===== src/rtl/hnoc_pkg.sv =====
// Shared NoC helpers: port-count limits, destination-field extraction and
// address range matching used by the router route logic.
package hnoc_pkg;

    localparam int MIN_PORTS = 2;
    localparam int MAX_PORTS = 8;
    localparam int MAX_DW    = 256;
    localparam int MAX_AW    = 16;

    typedef logic [MAX_AW-1:0] addr_t;

    // Destination lives in the top aw bits of a dw-bit flit.
    function automatic addr_t addr_field(input logic [MAX_DW-1:0] flit,
                                         input int unsigned dw,
                                         input int unsigned aw);
        logic [MAX_DW-1:0] sh;
        addr_t             mask;
        sh   = flit >> (dw - aw);
        mask = '0;
        for (int b = 0; b < MAX_AW; b++)
            if (b < int'(aw)) mask[b] = 1'b1;
        return sh[MAX_AW-1:0] & mask;
    endfunction

    function automatic logic in_range(input addr_t a, input addr_t lo, input addr_t hi);
        return (a >= lo) && (a <= hi);
    endfunction

endpackage


===== src/rtl/hnoc_fifo.sv =====
// Per-input flit FIFO with registered full; a freshly written head is hidden
// for one cycle so every flit sees the same two-edge ingress-to-egress latency.
module hnoc_fifo #(
    parameter int DataWidth = 36,
    parameter int Depth     = 4
) (
    input  logic                 i_sclk,
    input  logic                 i_reset,
    input  logic                 i_push,
    input  logic [DataWidth-1:0] i_data,
    input  logic                 i_pop,
    output logic [DataWidth-1:0] o_data,
    output logic                 o_full,
    output logic                 o_empty
);
    localparam int AW = $clog2(Depth);

    logic [DataWidth-1:0] r_mem [Depth];
    logic [AW-1:0]        r_wr, r_rd;
    logic [AW:0]          r_cnt, w_cnt_nxt;
    logic                 r_full, r_fresh;
    logic                 w_push, w_pop;

    assign o_empty   = (r_cnt == '0) || r_fresh;
    assign w_pop     = i_pop && !o_empty;
    assign w_push    = i_push && (!r_full || w_pop);
    assign w_cnt_nxt = r_cnt + (AW+1)'(w_push) - (AW+1)'(w_pop);
    assign o_full    = r_full;
    assign o_data    = r_mem[r_rd];

    // r_full resets high so ready stays low until the first edge after release.
    always_ff @(posedge i_sclk or negedge i_reset) begin
        if (!i_reset) begin
            r_wr    <= '0;
            r_rd    <= '0;
            r_cnt   <= '0;
            r_full  <= 1'b1;
            r_fresh <= 1'b0;
        end else begin
            if (w_push) r_wr <= r_wr + 1'b1;
            if (w_pop)  r_rd <= r_rd + 1'b1;
            r_cnt   <= w_cnt_nxt;
            r_full  <= (w_cnt_nxt == (AW+1)'(Depth));
            r_fresh <= w_push && (r_cnt == (AW+1)'(w_pop));
        end
    end

    always_ff @(posedge i_sclk) begin
        if (w_push) r_mem[r_wr] <= i_data;
    end

endmodule


===== src/rtl/hnoc_centre_router.sv =====
// Centre router: per-input FIFOs, address-range routing with uplink default,
// and per-output round-robin arbitration into a single egress register.
module hnoc_centre_router
    import hnoc_pkg::*;
#(
    parameter int                          NumPorts    = 4,
    parameter int                          DataWidth   = 36,
    parameter int                          AddrWidth   = 4,
    parameter int                          FifoDepth   = 4,
    parameter logic [NumPorts*AddrWidth-1:0] PortMin   = {4'd12, 4'd8, 4'd4, 4'd0},
    parameter logic [NumPorts*AddrWidth-1:0] PortMax   = {4'd13, 4'd11, 4'd7, 4'd3},
    parameter int                          DefaultPort = 3
) (
    input  logic                          i_sclk,
    input  logic                          i_reset,
    input  logic [NumPorts*DataWidth-1:0] i_data,
    input  logic [NumPorts-1:0]           i_data_valid,
    output logic [NumPorts-1:0]           o_data_ready,
    output logic [NumPorts*DataWidth-1:0] o_data,
    output logic [NumPorts-1:0]           o_data_valid,
    input  logic [NumPorts-1:0]           i_data_ready
);
    localparam int PW = $clog2(NumPorts);

    if (NumPorts < MIN_PORTS || NumPorts > MAX_PORTS ||
        DataWidth > MAX_DW || AddrWidth > MAX_AW) begin : g_bad_cfg
        $error("hnoc_centre_router: unsupported parameter set");
    end

    logic [NumPorts-1:0][DataWidth-1:0] w_head;
    logic [NumPorts-1:0]                w_empty, w_full, w_push, w_pop;
    logic [NumPorts-1:0][PW-1:0]        w_tgt;
    logic [NumPorts-1:0][NumPorts-1:0]  w_gnt;

    assign o_data_ready = ~w_full;
    assign w_push       = i_data_valid & ~w_full;

    for (genvar i = 0; i < NumPorts; i++) begin : g_in
        addr_t         w_dest;
        logic [PW-1:0] w_t;

        hnoc_fifo #(.DataWidth(DataWidth), .Depth(FifoDepth)) u_fifo (
            .i_sclk  (i_sclk),
            .i_reset (i_reset),
            .i_push  (w_push[i]),
            .i_data  (i_data[i*DataWidth +: DataWidth]),
            .i_pop   (w_pop[i]),
            .o_data  (w_head[i]),
            .o_full  (w_full[i]),
            .o_empty (w_empty[i])
        );

        assign w_dest = addr_field(MAX_DW'(w_head[i]), DataWidth, AddrWidth);

        // Scan high to low so the lowest-indexed matching port wins.
        always_comb begin
            w_t = PW'(DefaultPort);
            for (int p = NumPorts-1; p >= 0; p--)
                if (in_range(w_dest, MAX_AW'(PortMin[p*AddrWidth +: AddrWidth]),
                                     MAX_AW'(PortMax[p*AddrWidth +: AddrWidth])))
                    w_t = PW'(p);
        end
        assign w_tgt[i] = w_t;
    end

    always_comb begin
        w_pop = '0;
        for (int o = 0; o < NumPorts; o++)
            for (int i = 0; i < NumPorts; i++)
                w_pop[i] = w_pop[i] | w_gnt[o][i];
    end

    for (genvar o = 0; o < NumPorts; o++) begin : g_out
        logic [PW-1:0]        r_ptr, w_win, w_idx;
        logic                 w_any, w_free;
        logic [NumPorts-1:0]  w_g;
        logic [DataWidth-1:0] r_data;
        logic                 r_vld;

        always_comb begin
            w_any = 1'b0;
            w_win = '0;
            w_idx = '0;
            for (int k = 0; k < NumPorts; k++) begin
                w_idx = PW'((int'(r_ptr) + k) % NumPorts);
                if (!w_any && !w_empty[w_idx] && (w_tgt[w_idx] == PW'(o))) begin
                    w_any = 1'b1;
                    w_win = w_idx;
                end
            end
        end

        // Reload on the same edge the downstream drains, for 1 flit/cycle.
        assign w_free   = !r_vld || i_data_ready[o];
        assign w_g      = (w_any && w_free) ? ((NumPorts)'(1) << w_win) : '0;
        assign w_gnt[o] = w_g;

        always_ff @(posedge i_sclk or negedge i_reset) begin
            if (!i_reset) begin
                r_ptr  <= '0;
                r_data <= '0;
                r_vld  <= 1'b0;
            end else if (w_any && w_free) begin
                r_vld  <= 1'b1;
                r_data <= w_head[w_win];
                r_ptr  <= (w_win == PW'(NumPorts-1)) ? '0 : w_win + 1'b1;
            end else if (i_data_ready[o]) begin
                r_vld  <= 1'b0;
            end
        end

        assign o_data[o*DataWidth +: DataWidth] = r_data;
        assign o_data_valid[o]                  = r_vld;
    end

endmodule


===== config.mk =====
export PLATFORM = sky130hd
export DESIGN_NAME = hnoc_centre_router
export DESIGN_NICKNAME = d
export VERILOG_FILES = /design/src/rtl/hnoc_pkg.sv /design/src/rtl/hnoc_fifo.sv /design/src/rtl/hnoc_centre_router.sv
export SDC_FILE = /design/constraint.sdc
export NUM_CORES = 1
export LEC_CHECK = 0
export BUFFER_PORTS_ARGS = -buffer_cell sky130_fd_sc_hd__buf_2
export CAP_MARGIN = 20
export CORE_MARGIN = 1.5
export CORE_UTILIZATION = 39
export CTS_BUF_LIST = sky130_fd_sc_hd__clkbuf_4
export DETAILED_ROUTE_END_ITERATION = 16
export MAX_ROUTING_LAYER = met4
export PLACE_DENSITY = 0.63
export SYNTH_ARGS = -nofsm -noshare
export SYNTH_HDL_FRONTEND = slang
export SYNTH_SLANG_ARGS = --single-unit

===== constraint.sdc =====
create_clock -name i_sclk -period 4.3 [get_ports i_sclk]
set_clock_uncertainty 0.1 [all_clocks]
set_input_delay 0.215 -clock i_sclk [delete_from_list [all_inputs] [get_ports i_sclk]]
set_output_delay 0.215 -clock i_sclk [all_outputs]
set_load 0.005 [all_outputs]

==> flow_summary.yaml <==
sta:
  setup_ws_ns: -0.00683
  slew_violations: 0
  fin_crit_sh: 1.00
  relSlewSlack: 0.295
  timing.final.crit_period_ns: 4.31
  max_freq_mhz: 232
  setup_viol: 1
  tightest_slew_ns: 1.06
  hold_viol: 0
  rsz0062_at_grt: "yes"
global_routing:
  antenna_found_initial: 5
  grt_pass1_vias: 23500
  grt_start_max_net_pins: 96
  gr-total-overflow: 0
  grtUsageTotal: 0.240
  grt_pass1_wl_mm: 153
logic_synthesis:
  syn_avg_cell_area_sq_um: 16.9
  syn_area_sq_mm: 0.0338
  yosys.area.top_type: "edfxtp_1"
  synth_mux_area_frac: 0.147
  synth-simple-area-share: 0.0400
  synth_top_family_by_area: "multiplexers"
  ys_seq_elements: 768
  synth_fa_ha_area_frac: 0.0172
  synth_xor_area_frac: 0.00519
  synthTopCellsByArea: "edfxtp_1, dfrtp_1, mux4_2"
  synthesis.nets: 2195
  yosys.area.top_type_share: 0.512
  syn_inst: 1997
  synth_warnings: 0
  synth_compound_area_frac: 0.109
  yosys_most_used_dff: "edfxtp_1"
  synth_async_sr_flop_share: 0.250
  ys_types: 71
  synth.yosys.seq_area_share: 0.655
  yosysMostFrequentCell: "edfxtp_1"
  synth_edf_count: 576
  synth_common_cells: "edfxtp_1, dfrtp_1, mux2i_1, mux4_2, nor2_1"
placement:
  dp_cells: 3388
  io_buffers: 305
  hpwlAfterDp_mm: 70.5
  gp_congestion: 0.896
power_and_ir_drop:
  power_density_mw_per_mm2: 893
  ir_drop_uv: 692
  p_leak_nw: 17.1
critical_path:
  rr_worst_depth: 17
  arrival_ns: 5.20
  worstPathCellList: "mux4_2 -> buf_6 -> or4b_4 -> a211oi_4 -> inv_1 -> ha_4 -> a32oi_1 -> buf_4 -> a21boi_2 -> ha_1 -> inv_2 -> ha_4 -> inv_2 -> fa_2 -> xnor2_2 -> xnor2_1 -> nor3b_2"
  endpoint_kind: "register"
  worst_setup_path_start_kind: "register"
  r2r_setup_slack_ns: -0.007
  worst_path_max_delay_cell: "mux4_2"
  cp_slowest_stage_delay_ns: 0.55
  required_ns: 5.19
  critPathKind: "register to register"
  rr_startpoint: "g_in[3].u_fifo.r_rd[0]"
  timing.rr.end: "g_in[2].u_fifo.o_full"
  worst-path-max-fanout: 5
worst_hold_path:
  min_from: "i_data_valid[2]"
  worstHoldEndpoint: "g_in[2].u_fifo.r_wr[0]"
  hold_class: "primary input to register"
  holdPathStages: 4
cts:
  cts_buffers: 196
  clock_latency_ns: 1.09
  clkTransAtPathRegs_ns: 0.07
  cts_max_path_buffers: 3
  cts_root_buf: "clkbuf_4"
  cts_sinks: 768
  tritoncts: "done"
  htreeDepth: 4
layout:
  area_growth_pct: 27.9
  layout.nets: 2974
  drive_above_1_share: 0.351
  stdcell_count: 4095
  fin_util: 0.505
floorplan:
  io_pins: 306
  die_h_um: 297
  start_util: 0.395
  rows: 107
  die_w_um: 297
  core_region_area_sq_mm: 0.0855
  dieArea_sq_mm: 0.0884
route:
  via_per_inst: 5.45
  wl_per_cell_um: 25.1
  drt_wl_total_mm: 103
  first_pass_iters: 5
  ant_nets: 0
  post-route-drc-count: 0
  drtIter0Drc: 1813
  vias: 22300
outcome:
  outcome: "finished, violations left"
  violations: "setup timing"
run:
  cap_violations: 0
[cell families after synthesis]
logic type | count (synthesis)
compound gates | 392
flops | 768
mux | 315
xor+xnor | 20
simple gates | 264
fa+ha+maj | 44
buf+inv | 194
[power by group]
| part | internal (mW) | switching, mW | total (mW) |
|---|---|---|---|
| Combinational | 8.27 | 12.4 | 20.6 |
| Clock | 3.52 | 3.10 | 6.62 |
| Sequential | 10.2 | 1.16 | 11.3 |
| Total | 21.9 | 16.6 | 38.6 |
[layout make-up]
cell class	count	area, sq um
fill	7287	42400
sequential	768	22100
multi-input combinational	1035	11100
timing repair buffer	733	5640
clock buffer	286	2150
tap	1144	1430
clock inverter	78	552
inverter	42	163
antenna	9	22.5
[registers in the layout, summed over array words and instances, names as in the netlist]
register	cells
g_out.r_data	144
g_in.u_fifo.r_mem	576
g_out.r_vld	4
g_in.u_fifo.r_cnt	12
g_in.u_fifo.r_fresh	4
g_out.r_ptr	8
g_in.u_fifo.r_wr	8
g_in.u_fifo.o_full	4
g_in.u_fifo.r_rd	8
[metal layers]
layer | vias to the layer above | global-route usage | share of wire
met5 | - | - | 0
met4 | 0 | 0.0805 | 0.024
met3 | 174 | 0.0524 | 0.059
met2 | 801 | 0.396 | 0.51
met1 | 11500 | 0.294 | 0.41
li1 | 9879 | - | -
[stage by stage]
step / worst slack (ns) / area (sq um) / hold WS, ns / total power, mW / setup TNS, ns
2_1_floorplan: -0.0876 / 33900 / -0.181 / 24.1 / -0.0876
3_3_place_gp: -0.0219 / 36900 / 0.281 / 30.4 / -0.0219
3_5_place_dp: -0.151 / 36900 / 0.290 / 30.8 / -0.417
4_1_cts: -0.00708 / 42800 / 0.0236 / 38.0 / -0.00708
5_1_grt: -0.174 / 43200 / 0.0681 / 40.7 / -0.493
6_report: -0.00683 / 43200 / 0.163 / 38.6 / -0.00683
[critical path: cells and delay by family, from the launching register on]
family,cells,cell delay [ns]
AO/OA/AOI/OAI,3,0.56
XOR/XNOR,2,0.36
adder cells (fa/ha/maj),4,0.98
buffers and inverters,5,0.57
flip-flops,1,0.40
multiplexers,1,0.55
AND/OR/NAND/NOR,2,0.69
[cell usage in the layout, fill, tap and decap left out, types with 6 or more instances in the layout]
cell type,n
clkbuf_4,286
nand2_1,51
ha_1,33
dfrtp_1,184
diode_2,9
edfxtp_1,576
a21oi_1,6
bufinv_16,7
mux4_2,144
inv_1,34
nand2b_1,12
buf_12,7
clkinv_2,11
buf_4,114
inv_2,6
o221ai_2,20
xor2_1,10
nor2_1,114
and2_2,8
a211oi_1,102
o21ai_0,8
mux2i_1,170
nor2b_1,9
and2_1,12
o211a_1,102
a2111oi_2,20
dlygate4sd3_1,301
buf_2,304
or2_2,6
o221ai_1,14
a2111oi_0,78
clkinv_1,48
[how the worst max path moves through the flow]
stage                     slack, ns  cells past startpoint                    end                   start
final                        -0.007                     17  g_in[2].u_fifo.o_full  g_in[3].u_fifo.r_rd[0]
after CTS                    -0.007                     18  g_in[2].u_fifo.o_full  g_in[2].u_fifo.r_rd[0]
after detailed placement      -0.15                     17  g_in[2].u_fifo.o_full  g_in[3].u_fifo.r_rd[0]
after global routing          -0.17                     18  g_in[2].u_fifo.o_full  g_in[2].u_fifo.r_rd[0]
after floorplan               -0.09                     20  g_in[2].u_fifo.o_full  g_in[3].u_fifo.r_rd[0]
after global placement        -0.02                     16  g_in[1].u_fifo.o_full  g_in[3].u_fifo.r_rd[0]
[repair_timing]
| item | CTS | global route |
|---|---|---|
| pin swaps | 9 | 23 |
| hold endpoints to repair | 923 | 0 |
| setup buffers | 6 | 20 |
| endpoints found under the setup margin | 5 | 5 |
| gates resized for setup | 20 | 21 |
| hold buffers | 302 | 0 |
| gates cloned | 0 | 0 |
Note: power is estimated with default switching activity, not from simulation.
